--- config.mk ---
export PLATFORM = sky130hd
export DESIGN_NAME = i2c_master_nbyte
export DESIGN_NICKNAME = d
export VERILOG_FILES = /design/src/rtl/i2c_pkg.sv /design/src/rtl/i2c_quarter_timer.sv /design/src/rtl/i2c_master_nbyte.sv
export SDC_FILE = /design/constraint.sdc
export NUM_CORES = 1
export LEC_CHECK = 0
export ABC_CLOCK_PERIOD_IN_PS = 3300
export CORE_ASPECT_RATIO = 1.75
export CORE_MARGIN = 5
export CORE_UTILIZATION = 50
export DETAILED_ROUTE_END_ITERATION = 16
export PLACE_DENSITY = 0.81
export SLEW_MARGIN = 5
export SYNTH_ARGS = -nofsm -noshare
export SYNTH_HDL_FRONTEND = slang
export SYNTH_SLANG_ARGS = --single-unit
--- constraint.sdc ---
create_clock -name CLK -period 3.3 [get_ports CLK]
set_input_delay 0.495 -clock CLK [delete_from_list [all_inputs] [get_ports CLK]]
set_output_delay 0.495 -clock CLK [all_outputs]
set_load 0.05 [all_outputs]
--- src/rtl/i2c_pkg.sv ---
// Shared types and constants for the N-byte I2C master.
package i2c_pkg;

  localparam int BITS_PER_BYTE = 8;

  // Transfer sequencing states.
  typedef enum logic [3:0] {
    IDLE,
    START,
    ADDR,
    ADDR_ACK,
    WRITE,
    WRITE_ACK,
    READ,
    READ_ACK,
    STOP
  } state_t;

  // Quarter of an SCL bit slot: SCL low in Q0, high in Q1-Q2, low in Q3.
  typedef enum logic [1:0] {
    Q0,
    Q1,
    Q2,
    Q3
  } quarter_t;

  // Quarter held while idle. START occupies Q2-Q3 so that the first address
  // bit naturally begins on the Q3 -> Q0 wrap.
  localparam quarter_t Q_IDLE = Q2;

endpackage

--- src/rtl/i2c_quarter_timer.sv ---
// Quarter-period timer: counts DIV clocks per quarter and steps the quarter
// index. Held at Q_IDLE with a cleared counter while run is low.
module i2c_quarter_timer
  import i2c_pkg::*;
#(
  parameter int DIV = 1
) (
  input  logic     CLK,
  input  logic     RESET,
  input  logic     run,
  output quarter_t q,
  output logic     tick
);

  localparam int CW = (DIV > 1) ? $clog2(DIV) : 1;

  logic [CW-1:0] cnt_q, cnt_d;
  quarter_t      q_q, q_d;

  // tick marks the last clock of the current quarter.
  assign tick = run && (cnt_q == CW'(DIV - 1));
  assign q    = q_q;

  // Next-count and next-quarter selection.
  always_comb begin
    // NOTE: every variable gets a default first so no path leaves it unassigned (no latch).
    cnt_d = cnt_q;
    q_d   = q_q;
    if (!run) begin
      cnt_d = '0;
      q_d   = Q_IDLE;
    end else if (tick) begin
      cnt_d = '0;
      q_d   = quarter_t'(q_q + 2'd1);
    end else begin
      cnt_d = cnt_q + 1'b1;
    end
  end

  // Counter and quarter registers.
  always_ff @(posedge CLK or posedge RESET) begin
    // NOTE: state registers use non-blocking assignments so all flops update together.
    if (RESET) begin
      cnt_q <= '0;
      q_q   <= Q_IDLE;
    end else begin
      cnt_q <= cnt_d;
      q_q   <= q_d;
    end
  end

endmodule

--- src/rtl/i2c_master_nbyte.sv ---
// I2C master performing one addressed read or write of 0..NBYTES bytes.
// Optional build macro I2C_NACK_ABORT_EN: a NACK on an address or write ACK
// slot ends the transfer with STOP right after that slot.
module i2c_master_nbyte
  import i2c_pkg::*;
#(
  parameter int NBYTES = 2,
  parameter int DIV    = 1
) (
  input  logic                          CLK,
  input  logic                          RESET,
  input  logic                          START_STB,
  input  logic                          RNW,
  input  logic [6:0]                    I2C_ADDR,
  input  logic [$clog2(NBYTES+1)-1:0]   BYTE_CNT,
  input  logic [BITS_PER_BYTE*NBYTES-1:0] WR_DATA,
  input  logic                          SDA_IN,
  output logic                          SDA_OUT,
  output logic                          SDA_OE,
  output logic                          SCL,
  output logic [BITS_PER_BYTE*NBYTES-1:0] RD_DATA,
  output logic                          BUSY,
  output logic                          DONE,
  output logic                          NACK
);

  localparam int CW = $clog2(NBYTES + 1);
  localparam int DW = BITS_PER_BYTE * NBYTES;

`ifdef I2C_NACK_ABORT_EN
  localparam bit ABORT_ON_NACK = 1'b1;
`else
  localparam bit ABORT_ON_NACK = 1'b0;
`endif

  state_t          state_q, state_d;
  logic            rnw_q, rnw_d;
  logic [CW-1:0]   n_q, n_d, byte_q, byte_d;
  logic [2:0]      bit_q, bit_d;
  logic [7:0]      sh_q, sh_d;
  logic [DW-1:0]   wr_q, wr_d, rd_q, rd_d;
  logic            scl_q, scl_d, sda_out_q, sda_out_d, sda_oe_q, sda_oe_d;
  logic            busy_q, busy_d, done_q, done_d, nack_q, nack_d;

  quarter_t        q, q_n;
  logic            tick, slot_end, sample, last_byte;

  i2c_quarter_timer #(.DIV(DIV)) u_timer (
    .CLK   (CLK),
    .RESET (RESET),
    .run   (state_q != IDLE),
    .q     (q),
    .tick  (tick)
  );

  assign slot_end  = tick && (q == Q3);
  assign sample    = tick && (q == Q1);
  assign last_byte = (byte_q + CW'(1)) == n_q;
  // Quarter the timer will present next cycle; bus outputs are decoded from it.
  assign q_n = (state_q == IDLE) ? Q_IDLE : (tick ? quarter_t'(q + 2'd1) : q);

  // Sequencing, data path and registered bus-output decode.
  always_comb begin
    state_d = state_q;
    rnw_d   = rnw_q;
    n_d     = n_q;
    byte_d  = byte_q;
    bit_d   = bit_q;
    sh_d    = sh_q;
    wr_d    = wr_q;
    rd_d    = rd_q;
    nack_d  = nack_q;
    done_d  = 1'b0;

    case (state_q)
      IDLE: if (START_STB) begin
        state_d = START;
        rnw_d   = RNW;
        n_d     = (BYTE_CNT > CW'(NBYTES)) ? CW'(NBYTES) : BYTE_CNT;
        wr_d    = WR_DATA;
        sh_d    = {I2C_ADDR, RNW};
        nack_d  = 1'b0;
        rd_d    = '0;
        bit_d   = '0;
        byte_d  = '0;
      end
      START: if (tick && (q == Q3)) state_d = ADDR;
      ADDR, WRITE: if (slot_end) begin
        sh_d  = {sh_q[6:0], 1'b0};
        bit_d = bit_q + 3'd1;
        if (bit_q == 3'(BITS_PER_BYTE - 1))
          state_d = (state_q == ADDR) ? ADDR_ACK : WRITE_ACK;
      end
      ADDR_ACK: begin
        if (sample && SDA_IN) nack_d = 1'b1;
        if (slot_end) begin
          if ((n_q == '0) || (ABORT_ON_NACK && nack_q)) begin
            state_d = STOP;
          end else if (rnw_q) begin
            state_d = READ;
          end else begin
            state_d = WRITE;
            sh_d    = wr_q[DW-1 -: BITS_PER_BYTE];
            wr_d    = wr_q << BITS_PER_BYTE;
          end
        end
      end
      WRITE_ACK: begin
        if (sample && SDA_IN) nack_d = 1'b1;
        if (slot_end) begin
          if (last_byte || (ABORT_ON_NACK && nack_q)) begin
            state_d = STOP;
          end else begin
            state_d = WRITE;
            byte_d  = byte_q + CW'(1);
            sh_d    = wr_q[DW-1 -: BITS_PER_BYTE];
            wr_d    = wr_q << BITS_PER_BYTE;
          end
        end
      end
      READ: begin
        if (sample) sh_d = {sh_q[6:0], SDA_IN};
        if (slot_end) begin
          bit_d = bit_q + 3'd1;
          if (bit_q == 3'(BITS_PER_BYTE - 1)) begin
            state_d = READ_ACK;
            for (int i = 0; i < NBYTES; i++)
              if (byte_q == CW'(i)) rd_d[DW-1-BITS_PER_BYTE*i -: BITS_PER_BYTE] = sh_q;
          end
        end
      end
      READ_ACK: if (slot_end) begin
        if (last_byte) begin
          state_d = STOP;
        end else begin
          state_d = READ;
          byte_d  = byte_q + CW'(1);
        end
      end
      STOP: if (tick && (q == Q2)) begin
        state_d = IDLE;
        done_d  = 1'b1;
      end
      default: state_d = IDLE;
    endcase

    busy_d    = (state_d != IDLE);
    scl_d     = (q_n == Q1) || (q_n == Q2);
    sda_out_d = 1'b1;
    sda_oe_d  = 1'b0;
    case (state_d)
      IDLE:  scl_d = 1'b1;
      START: begin
        scl_d     = 1'b1;
        sda_oe_d  = 1'b1;
        sda_out_d = (q_n == Q_IDLE);
      end
      ADDR, WRITE: begin
        sda_oe_d  = 1'b1;
        sda_out_d = sh_d[7];
      end
      READ_ACK: begin
        sda_oe_d  = 1'b1;
        sda_out_d = last_byte;
      end
      STOP: begin
        sda_oe_d  = (q_n != Q2);
        sda_out_d = (q_n == Q2);
      end
      default: ;
    endcase
  end

  // All FSM state and registered outputs.
  always_ff @(posedge CLK or posedge RESET) begin
    if (RESET) begin
      state_q   <= IDLE;
      rnw_q     <= 1'b0;
      n_q       <= '0;
      byte_q    <= '0;
      bit_q     <= '0;
      sh_q      <= '0;
      wr_q      <= '0;
      rd_q      <= '0;
      scl_q     <= 1'b1;
      sda_out_q <= 1'b1;
      sda_oe_q  <= 1'b0;
      busy_q    <= 1'b0;
      done_q    <= 1'b0;
      nack_q    <= 1'b0;
    end else begin
      state_q   <= state_d;
      rnw_q     <= rnw_d;
      n_q       <= n_d;
      byte_q    <= byte_d;
      bit_q     <= bit_d;
      sh_q      <= sh_d;
      wr_q      <= wr_d;
      rd_q      <= rd_d;
      scl_q     <= scl_d;
      sda_out_q <= sda_out_d;
      sda_oe_q  <= sda_oe_d;
      busy_q    <= busy_d;
      done_q    <= done_d;
      nack_q    <= nack_d;
    end
  end

  assign SCL     = scl_q;
  assign SDA_OUT = sda_out_q;
  assign SDA_OE  = sda_oe_q;
  assign RD_DATA = rd_q;
  assign BUSY    = busy_q;
  assign DONE    = done_q;
  assign NACK    = nack_q;

endmodule

== Word-level counts from Yosys, hierarchy flattened ==
Index checks and enable logic that the tools add are counted.

* Memories: 0
* Memory bits (writable): 0
* Bits in latches: 0
* Flip-flop bits (word level): 61
* ROM bits: 0

* Order comparisons: 1
* Shift operators: 0
* $mul: 0
* Bitwise logic cells: 1
* $add $sub $neg: 4
* Reductions and logical operators: 34
* Mux-type cells: 59
* Divide/modulo/power cells: 0
* Equality and inequality tests: 38

{| class="wikitable"
|+ Operators by type and width
! kind !! number
|-
| two-way mux 16 bit || 9
|-
| two-way mux 8 bit || 10
|-
| two-way mux 4 bit || 13
|-
| one-hot mux 16 bit (3 select lines) || 1
|-
| one-hot mux 8 bit (5 select lines) || 1
|-
| one-hot mux 16 bit (2 select lines) || 1
|-
| one-hot mux 4 bit (8 select lines) || 1
|-
| != test 2 bit, second input constant || 14
|-
| == test 4 x 3 -> 1 bit, second input constant || 6
|-
| two-way mux 2 bit || 8
|-
| == test 4 x 2 -> 1 bit, second input constant || 3
|-
| OR reduction 2 bit || 6
|-
| AND reduction 5 bit || 2
|-
| two-way mux 3 bit || 3
|-
| AND reduction 9 bit || 1
|-
| == test 4 x 1 -> 1 bit, second input constant || 2
|-
| == test 4 bit, second input constant || 2
|-
| zero test 4 bit || 2
|-
| nonzero test 2 bit || 4
|-
| nonzero test 4 bit || 2
|-
| two-way mux 1 bit || 7
|-
| AND reduction 7 bit || 1
|-
| == test 2 x 1 -> 1 bit, second input constant || 3
|-
| == test 2 bit, second input constant || 3
|-
| 22 further kinds || 32
|}

== Logic depth before layout (Yosys ltp) ==
Gate-level depths: netlist (run 1).

* Depth after elaboration: 8
* Depth in mapped cells: 9

== Hierarchy ==
Synthesis (run 1) repeated with hierarchy kept, for this count alone.

* Cell total of the unflattened synthesis: 336
* Area total of the unflattened synthesis: 3,146.8 um^2

{| class="wikitable"
|+ Modules (own cells, without submodules)
! module !! area an instance (um^2) !! cells each !! instances
|-
| i2c_master_nbyte || 3,004.1 || 324 || 1
|-
| i2c_quarter_timer || 142.6 || 12 || 1
|}

== Least setup slack after synthesis (run 1) ==
OpenSTA, ideal clock, no wires.

* Kind: reg2reg
* Start: register byte_q[0]
* End: register sh_q[3]
* Buffers on the path: 1
* Data required time: 3.169 ns
* Library setup time: 0.131 ns
* Stages on the path, launching flop included: 9
* Arrival: 1.941 ns
* Slack: 1.228 ns
* Cells stage by stage: dfrtp_1 -> inv_1 -> ha_1 -> xnor2_1 -> a211oi_1 -> or2_1 -> buf_6 -> a222oi_1 -> nand2_1

* Cells in the longest elaborated chain, start to end: 4

{| class="wikitable"
|+ RTL lines
! item !! RTL line !! text
|-
| start: declaration || i2c_master_nbyte.sv:38 || <nowiki>logic [CW-1:0] n_q, n_d, byte_q, byte_d;</nowiki>
|-
| start signal: assignment || i2c_master_nbyte.sv:195 || <nowiki>byte_q <= byte_d;</nowiki>
|-
| adder 2 x 1 -> 2 bit || i2c_master_nbyte.sv:58 || <nowiki>assign last_byte = (byte_q + CW'(1)) == n_q;</nowiki>
|-
| == test 2 bit || i2c_master_nbyte.sv:58 ||
|-
| != test 2 bit (no source line) || -- ||
|-
| AND reduction 9 bit (no source line) || -- ||
|-
| end signal: assignment || i2c_master_nbyte.sv:182 || <nowiki>sh_q <= '0;</nowiki>
|-
| end signal: assignment || i2c_master_nbyte.sv:197 || <nowiki>sh_q <= sh_d;</nowiki>
|-
| end: declaration || i2c_master_nbyte.sv:40 || <nowiki>logic [7:0] sh_q, sh_d;</nowiki>
|}

Every way passes these cells.
A chain may end at the register's enable or synchronous reset.

== Worst setup path after layout (run 1) ==
* Start: register state_q[2]
* End: register rd_q[9], in the netlist RD_DATA[9]

* Cells in the longest elaborated chain, start to end: 5
* Elaborated cells on any way between the ends: 12
* Classes of those cells: eq/ne (5); mux (1); reduce/logical (6)

{| class="wikitable"
|+ RTL lines
! item !! RTL line !! text
|-
| start: declaration || i2c_master_nbyte.sv:36 || <nowiki>state_t state_q, state_d;</nowiki>
|-
| start signal: assignment || i2c_master_nbyte.sv:192 || <nowiki>state_q <= state_d;</nowiki>
|-
| nonzero test 4 bit || i2c_master_nbyte.sv:51 || <nowiki>.run (state_q != IDLE),</nowiki>
|-
| logical AND 1 bit || i2c_quarter_timer.sv:21 || <nowiki>assign tick = run && (cnt_q == CW'(DIV - 1));</nowiki>
|-
| logical AND 1 bit || i2c_master_nbyte.sv:56 || <nowiki>assign slot_end = tick && (q == Q3);</nowiki>
|-
| != test 2 bit (no source line) || -- ||
|-
| AND reduction 5 bit (no source line) || -- ||
|-
| end signal: assignment || i2c_master_nbyte.sv:199 || <nowiki>rd_q <= rd_d;</nowiki>
|-
| end: declaration || i2c_master_nbyte.sv:41 || <nowiki>logic [DW-1:0] wr_q, wr_d, rd_q, rd_d;</nowiki>
|}

Parallel ways exist; a longest one is shown, timed or not.

==> impl_results.md, run 1 <==
* Placer Congestion at 0.913
* Setup Skew at 10.1 ps
* Worst-path clk slew at 70 ps
* Synth Flop Type: dfrtp_1
* Largest net degree at the start of global routing at 62
* Die height at 115 um
* H-tree Lvls at 3
* Sequential area share after synthesis at 48.7%
* Fin Hold WS at 476 ps
* Area leader, netlist: dfrtp_1
* Req. time, crit path at 3470 ps
* HP Start: RD_DATA[1]
* Width of the die at 69.9 um
* Top Ports at 52
* Initial DRC Count at 317
* Worst R2R Setup Slack at 710 ps
* Clock sinks at 61
* Drt pass-1 iters at 6
* Final WL at 7250 um
* Max Buffers Root-to-Sink at 2
* Classification of the worst-slack hold path: register to register
* Synth Register Bits at 61
* Routed length on met1 at 2640 um
* Setup TNS at 0 ps
* Hold-fix buffers, CTS at 0
* ANT cells at 0
* Starting Density at 50.9%
* Critical path type: register to register
* Cell with the most instances after synthesis: dfrtp_1
* Share of cells above drive strength 1 at 10.1%
* Remaining global-route overflow at 0
* CTS Buf Count at 9
* Gate Count Post-Synth at 336
* Layout area overhead at 24.8%
* Number of synthesized flops with an enable pin at 0
* Final hold violation count at 0
* RSZ-0062 raised after global routing: false
* Synthesized area per cell at 9.36 um2
* Setup Buffers After CTS at 0
* Commonest cells in the netlist: dfrtp_1 (58), nand2_1 (57), o21ai_0 (31), inv_1 (22), nor2_1 (22)
* Leakage power at 1.70 nW
* Synthesized Nets at 375
* Nets at 423
* DP HPWL at 5260 um
* Minimum clock period at 2590 ps
* Yosys warns at 0
* Total track usage at 19.1%
* Vias in the first global route at 2638
* Critical R2R Capture: RD_DATA[9]
* Worst R2R Path Depth at 5
* Crit start category: register
* CTS tree: yes
* Core Area at 6180 um2
* DR WL/cell at 15.5 um
* Worst Hold Path EP: RD_DATA[1]
* Number of port buffers at 51
* Crit path max fanout at 16
* DRC Markers at 0
* # fillers at 509
* Vias at 2647
* ANT nets after route at 0
* Wire length on met3 at 412 um
* Synth top area share at 46.2%
* CTS resizes at 0
* Drt via density at 5.66
* R2R Path Start: state_q[2]
* Row count at 38
* Hold Crit Depth at 2
* Max-cap violations at 0
* DIE AREA at 8040 um2
* Register Area at 1530 um2
* Skew-Pair Late Insertion Delay at 340 ps
* PD cells at 935 nW/um2
* Slew at the pin closest to its max-slew limit at 950 ps
* First-pass GRT wire length at 12100 um
* Area of the mapped netlist at 3140 um2
* Placement Cell Area at 3680 um2
* Max_slew headroom at 36.7%
* Crit. End Element: register
* Period utilisation layout at 78.6%
* Met2 routed WL at 3880 um
* Initial antenna violation count at 0
* Area of the multi-input gates at 1430 um2
* Ys async rst share at 100%
* Crit path DAT at 2760 ps
* Final instance area at 3930 um2
* CTS Root Cell: clkbuf_8
* Setup Viol. Count Final at 0
* Worst VDD drop at 0.618 mV
* Max layer used: met4
* Ranking of synthesized cells by area: dfrtp_1 (46%), nand2_1 (6.8%), o21ai_0 (4.9%), ha_1 (3.6%), a21oi_1 (3.3%)
* Max Transition Viols Final at 0
* Status: complete, no violations
* Fmax at 386 MHz
* Synth unique cells at 58
-- cells by family after synthesis --
kind of cell	Yosys count	share of synthesized area [%]
AND/OR/NAND/NOR	131	20.5
AO/OA/AOI/OAI	89	19.1
flip-flops	61	48.7
buffers and inverters	39	5.77
adder cells (fa/ha/maj)	9	3.58
XOR/XNOR	4	1.59
multiplexers	2	0.637
other	1	0.119
-- metrics by stage --
step                utilization (%)  power (W)  setup WS, ps  std cells
CTS                            63.5    0.00369           736        468
finish                         63.5    0.00367           708        468
floorplan                         -    0.00248          1230        336
global route                   63.5    0.00396           528        468
global placement               59.5    0.00278           841        453
detailed placement             59.5    0.00284           706        453
-- report_power, final --
group | switching (W) | internal [W] | total [W]
sequential | 0.000241 | 0.00101 | 0.00125
combinational | 0.000988 | 0.000606 | 0.00159
clock | 0.000291 | 0.000537 | 0.000828
-- area by class of cell --
class	count	share of cell area, %
Multi-Input combinational cell	236	36.5
Clock buffer	11	3.86
Inverter	22	2.10
Tap cell	80	2.55
Clock inverter	4	2.42
Timing Repair Buffer	54	13.6
Sequential cell	61	39.0
-- worst max path at each step --
stage                     startpoint           to  cells past startpoint
after floorplan            byte_q[0]      sh_q[3]                      8
after global placement     START_STB   RD_DATA[9]                      4
after detailed placement   START_STB  RD_DATA[13]                      4
after CTS                 state_q[2]   RD_DATA[9]                      5
after global routing      state_q[3]   RD_DATA[9]                      5
final                     state_q[2]   RD_DATA[9]                      5
-- critical path: stages, from the launching register on --
cell and delay [ps]:
dfrtp_1 680, or2_1 260, nor3_2 90, and2_1 330
a21oi_1 790, o21ai_0 260
-- state kept, by name, indices dropped and copies added (netlist names) --
register and cells:
n_q 2, wr_q 16, state_q 4, NACK 1
bit_q 3, DONE 1, sh_q 8, SDA_OE 1
u_timer.cnt_q 1, u_timer.q 2, BUSY 1, SDA_OUT 1
byte_q 2, SCL 1, rnw_q 1, RD_DATA 16
-- cell usage in the layout, fill, tap and decap left out, types with 6 or more instances in the layout --
cell type        Yosys  final
a222oi_1             6      6
clkdlybuf4s50_1      0     51
nand3_1             12     12
ha_1                 9      9
o21ai_0             31     31
a21oi_1             21     21
nand2_1             57     57
dfrtp_1             58     58
inv_1               22     21
clkbuf_8             0     11
nor2_1              22     22
-- metal layers --
layer  up-vias  global-route usage (%)
li1       1265                       -
met1      1252                    20.2
met2       100                    34.4
met3        30                    4.90
met4         0                    10.4
met5         -                       0
Note: power is estimated with default switching activity, not from simulation.
==> run 2: changes to the inputs <==
ABC_CLOCK_PERIOD_IN_PS = 2100   (was 3300)
CORE_UTILIZATION = 48   (was 50)
clock period = 2.1 ns   (was 3.3 ns; I/O delays follow)
==> run 2 against run 1 <==
Combinational power rose by 100%. Flip-flop and latch count did not move. Total power rose by 79%. Hold slack got worse by 150 ps. Clock power increased by 75%. Wire length grew 13%. Sequential power increased by 50%. Sequential share of layout area down 3.4 points. First-iteration DRC count fell by 33%. Largest power group unchanged.
==> impl_results.md, run 2 (synthesis results as in run 1) <==
* Status: complete, no violations
* CP peak stage delay at 550 ps (-240 ps)
* Worst VDD drop at 1.06 mV (+71%)
* CTS Root Cell: clkbuf_16
* NetSw at 0.00266 W (+75%)
* # fillers at 520 (+2.2%)
* First-pass GRT wire length at 12900 um (+6.3%)
* Layout area overhead at 36.7%
* CTS Buf Count at 9 (unchanged)
* Most common cell after layout, fill and taps aside: dfrtp_1
* Max-cap violations at 0 (unchanged)
* Width of the die at 71.2 um (+1.8%)
* Core Area at 6440 um2 (+4.2%)
* CTS tree: yes
* Setup Skew at 6.52 ps (-3.60 ps)
* Drt via density at 5.58 (-1.4%)
* Total track usage at 20.1% (+1.0 points)
* P_int at 0.00390 W (+81%)
* Area of the multi-input gates at 1490 um2 (+4.1%)
* Crit path DAT at 2340 ps (-420 ps)
* Critical Path Slowest Stage Cell: dfstp_2
* Skew-Pair Late Insertion Delay at 330 ps (about the same)
* Register Area at 1530 um2 (unchanged)
* PD cells at 1520 nW/um2 (+63%)
* Worst R2R Setup Slack at 10 ps (-700 ps)
* DR WL/cell at 16.4 um (+5.6%)
* Nets at 451 (+6.6%)
* Row count at 39 (+2.6%)
* Vias in the first global route at 2803 (+6.3%)
* Final WL at 8160 um (+13%)
* Layout Utilization at 66.7% (+3.2 points)
* Remaining global-route overflow at 0 (unchanged)
* Share of cells above drive strength 1 at 18.2% (+8.2 points)
* Final hold violation count at 0 (unchanged)
* ANT cells at 0 (unchanged)
* CP bufs+invs at 1 (+1)
* Setup Viol. Count Final at 0 (unchanged)
* Hold-fix buffers, CTS at 0 (unchanged)
* Starting Density at 48.8% (-2.1 points)
* Crit path max fanout at 5 (-11)
* Top Ports at 52 (unchanged)
* Delay-heaviest family, CP: compound AO/OA/AOI/OAI gates
* Placer Congestion at 0.908 (-0.61%)
* Drt pass-1 iters at 6 (unchanged)
* Sw Ratio at 40.6% (-0.84 points)
* DRC Markers at 0 (unchanged)
* Critical path type: register to register
* Classification of the worst-slack hold path: primary input to asynchronous set/reset pin
* Initial DRC Count at 213 (-33%)
* Slew at the pin closest to its max-slew limit at 577 ps (-373 ps)
* Crit path cell chain: ha_1 -> buf_4 -> nand2b_2 -> a211oi_1 -> o21ai_0 -> o211ai_2 -> o211ai_1 -> o211ai_2
* ANT nets after route at 0 (unchanged)
* Critical Path Most Common Cell: o211ai_2
* Vias at 2783 (+5.1%)
* Minimum clock period at 2090 ps (-503 ps)
* Clock sinks at 61 (unchanged)
* Leakage power at 1.89 nW (+11%)
* Final instance area at 4300 um2 (+9.5%)
* Most frequent cells in the layout: dfrtp_1 (58), nand2_1 (57), clkdlybuf4s50_1 (51), o21ai_0 (31), buf_4 (27)
* Crit start category: register
* H-tree Lvls at 3 (unchanged)
* DP HPWL at 5930 um (+13%)
* Period utilisation layout at 99.5% (+21 points)
* Die height at 117 um (+1.9%)
* Largest net degree at the start of global routing at 33 (-47%)
* DIE AREA at 8330 um2 (+3.7%)
* Req. time, crit path at 2360 ps (-1110 ps)
* Initial antenna violation count at 0 (unchanged)
* Gate power share at 49.3% (+5.9 points)
* Clock power share at 22.1% (-0.5 points)
* Placement Cell Area at 3900 um2 (+6.0%)
* Max_slew headroom at 61.5% (+25 points)
* Max Transition Viols Final at 0 (unchanged)
* Seq pwr share at 28.7% (-5.3 points)
* Worst-path clk slew at 50 ps (-20 ps)
* Number of port buffers at 51 (unchanged)
* Crit. End Element: register
* Max Buffers Root-to-Sink at 2 (unchanged)
* Fmax at 479 MHz (+24%)
==> run 2: cell count changes in the layout (fill, tap and decap cells not counted), sizes merged <==
cell,change
buf,+27
bufinv,-2
clkbuf,+2
clkinv,+1
clkinvlp,+1
==> run 2: final cells by class <==
| type | count | area share (%) |
|---|---|---|
| sequential | 61 | 35.6 |
| tap | 82 | 2.39 |
| multi-input combinational | 236 | 34.7 |
| clock buffer | 12 | 5.73 |
| timing repair buffer | 82 | 18.6 |
| inverter | 22 | 1.92 |
| clock inverter | 4 | 1.11 |
==> run 2: per-stage QoR <==
step / setup TNS, ps / instances / worst slack (ps) / total power (W) / hold WS [ps]
after global routing: -60.7 / 499 / -20.1 / 0.00697 / 365
after CTS: 0 / 495 / 49.3 / 0.00629 / 334
after detailed placement: -413 / 479 / -81.2 / 0.00478 / 470
after floorplan: 0 / 336 / 27.6 / 0.00389 / 420
final: 0 / 499 / 10.7 / 0.00656 / 324
after global placement: 0 / 479 / 49.4 / 0.00467 / 461
==> run 2: what timing repair did <==
action,4_1_cts,5_1_grt
buffers inserted,0,3
gates resized for setup,3,10
pin swaps,0,4
setup endpoints to repair,11,23
gates cloned,0,1
==> run 2: path summary, 6_finish.rpt <==
kind,from,cells after the start,end
max,u_timer.q[1],8,SDA_OUT
min,RESET,2,wr_q[14]
max reg2reg,u_timer.q[1],8,SDA_OUT
min reg2reg,RD_DATA[7],2,RD_DATA[7]
max in group asynchronous,RESET,3,RD_DATA[11]
min in group CLK,RD_DATA[7],2,RD_DATA[7]
==> run 2: power by group through the flow <==
stage	logic [W]	clock network, W	registers [W]
after global routing	0.00354	0.00152	0.00192
final	0.00323	0.00145	0.00188
after CTS	0.00295	0.00147	0.00187
after floorplan	0.00190	0	0.00198
after global placement	0.00281	0	0.00185
after detailed placement	0.00291	0	0.00187
==> run 2: routing by layer <==
layer / track usage (%) / part of all wire, %
met1: 19.9 / 36
met2: 37.8 / 55
met3: 4.62 / 4.6
met4: 11.4 / 4.5
met5: 0 / 0
==> run 3: changes to the inputs <==
CORE_MARGIN = unset   (was 5)
==> run 3 against run 2 <==
Sequential share of layout area up 1.1 points. Wire length down 2.5%. Largest power group unchanged. Critical endpoint unchanged. Hold slack better by 5.4 ps. Clock skew up 5.5 ps. Combinational power down 5%. Die area down 17%. Clock-buffer cell count down 1. Worst setup slack better by 67 ps. First-iteration DRC count up 4.7%. Largest cell class unchanged.
==> impl_results.md, run 3 (synthesis results as in run 1) <==
* Row count at 38 (-2.6%)
* CTS Buf Count at 9 (unchanged)
* Critical Path Most Common Cell: o211ai_2
* Setup Skew at 12.0 ps (+5.47 ps)
* Crit path DAT at 2300 ps (-40 ps)
* Worst-path clk slew at 70 ps (+20 ps)
* Drt pass-1 iters at 4 (-2)
* Classification of the worst-slack hold path: primary input to asynchronous set/reset pin
* Pwr Total at 0.00612 W (-6.6%)
* Req. time, crit path at 2380 ps (+20 ps)
* Worst R2R Setup Slack at 80 ps (+70 ps)
* H-tree Lvls at 3 (unchanged)
* Top Ports at 52 (unchanged)
* DP HPWL at 5790 um (-2.3%)
* Nets at 445 (-1.3%)
* CP peak stage delay at 450 ps (-100 ps)
* Setup Viol. Count Final at 0 (unchanged)
* DIE AREA at 6890 um2 (-17%)
* CTS Root Cell: clkbuf_8
* Hold-fix buffers, CTS at 0 (unchanged)
* Period utilisation layout at 96.3% (-3.2 points)
* ANT cells at 0 (unchanged)
* Layout Utilization at 66.5% (-0.26 points)
* Crit path max fanout at 7 (+2)
* Placement Cell Area at 3860 um2 (-0.96%)
* DR WL/cell at 16.2 um (-0.95%)
* Share of cells above drive strength 1 at 18.5% (+0.27 points)
* Fmax at 495 MHz (+3.3%)
* Initial DRC Count at 223 (+4.7%)
* CP startpoint: state_q[3]
* Worst R2R Path Depth at 7 (-1)
* GR met2 Demand/Resource at 44.2% (+6.4 points)
* Busiest grt layer: met2
* Largest net degree at the start of global routing at 33 (unchanged)
* Crit. End Element: register
* Slew at the pin closest to its max-slew limit at 596 ps (+19.4 ps)
* PD cells at 1470 nW/um2 (-3.8%)
* Vias at 2741 (-1.5%)
* Number of port buffers at 51 (unchanged)
* First-pass GRT wire length at 12400 um (-3.8%)
* Remaining global-route overflow at 0 (unchanged)
* Vias in the first global route at 2746 (-2.0%)
* Leakage power at 1.81 nW (-4.1%)
* Met3 Use GR at 6.49% (+1.9 points)
* Drt via density at 5.58 (about the same)
* Die height at 109 um (-6.8%)
* Finished Layout Cells at 491 (-1.6%)
* Max_slew headroom at 59.9% (-1.7 points)
* Starting Density at 50.1% (+1.3 points)
* Final hold violation count at 0 (unchanged)
* Worst VDD drop at 0.716 mV (-32%)
* Max Transition Viols Final at 0 (unchanged)
* Layout area overhead at 32.7%
* Minimum clock period at 2020 ps (-67.4 ps)
* RSZ-0062 raised after global routing: true
* ANT nets after route at 0 (unchanged)
* Status: complete, no violations
* Total track usage at 24.0% (+3.9 points)
* Most frequent cells in the layout: dfrtp_1 (58), nand2_1 (57), clkdlybuf4s50_1 (51), o21ai_0 (31), buf_4 (23)
* Core Area at 6280 um2 (-2.6%)
* Crit path cell chain: buf_4 -> or3_1 -> a211oi_4 -> a221oi_2 -> o211ai_2 -> o211ai_1 -> o211ai_2
* Max Buffers Root-to-Sink at 2 (unchanged)
* Final instance area at 4170 um2 (-2.9%)
* Placer Congestion at 0.834 (-8.1%)
* Most common cell after layout, fill and taps aside: dfrtp_1
* Final WL at 7960 um (-2.5%)
* Width of the die at 63.2 um (-11%)
* Initial antenna violation count at 0 (unchanged)
* M1 GR Usage at 23.1% (+3.2 points)
* CTS tree: yes
* R2R Path Start: state_q[3]
* Crit start category: register
* DRC Markers at 0 (unchanged)
* Critical R2R Capture: SDA_OUT
* Clock sinks at 61 (unchanged)
* Max-cap violations at 0 (unchanged)
* Critical Path Slowest Stage Cell: dfrtp_1
* Placed Cells at 474 (-1.0%)
* Critical path type: register to register
* Skew-Pair Late Insertion Delay at 350 ps (+20 ps)
-- run 3: final cells by class --
type                       instances  area, um2
fill                             514       2100
sequential                        61       1530
multi-input combinational        236       1510
timing repair buffer              76        723
clock buffer                      11        141
tap                               80        100
clock inverter                     5       83.8
inverter                          22       82.6
-- run 3: routing by layer --
metal  part of all wire (%)  wire (um)
met1                     36       2850
met2                     55       4390
met3                    4.1        330
met4                    4.8        380
met5                      0          0
-- run 3: metrics by stage --
step | setup WS, ps | setup TNS [ps] | hold slack [ps]
floorplan | 27.6 | 0 | 420
global placement | 3.45 | 0 | 459
detailed placement | -90.6 | -507 | 470
CTS | 17.4 | 0 | 352
global route | -29.0 | -29.0 | 376
finish | 78.1 | 0 | 330
-- run 3: critical path: cells and delay by family (launching register included) --
| family | cells | cell delay [ps] |
|---|---|---|
| simple gates | 1 | 420 |
| compound gates | 5 | 910 |
| buf+inv | 1 | 180 |
| flops | 1 | 450 |
-- run 3: worst max-delay path by stage --
stage | end | slack, ps | cells after the start
floorplan | sh_q[3] | 30 | 8
global placement | SDA_OE | 3 | 7
detailed placement | RD_DATA[11] | -90 | 5
CTS | SDA_OUT | 20 | 7
global route | SDA_OUT | -30 | 10
finish | SDA_OUT | 80 | 7
-- run 3: timing repair --
action / in CTS / in global routing
cloned: 0 / 0
setup buffers: 0 / 1
pin swaps: 0 / 3
gates resized for setup: 5 / 12
setup endpoints to repair: 12 / 23
-- run 3: where the power goes --
part	internal, W	switching [W]	total, W
combinational	0.00126	0.00181	0.00307
clock	0.000702	0.000473	0.00118
sequential	0.00158	0.000295	0.00188
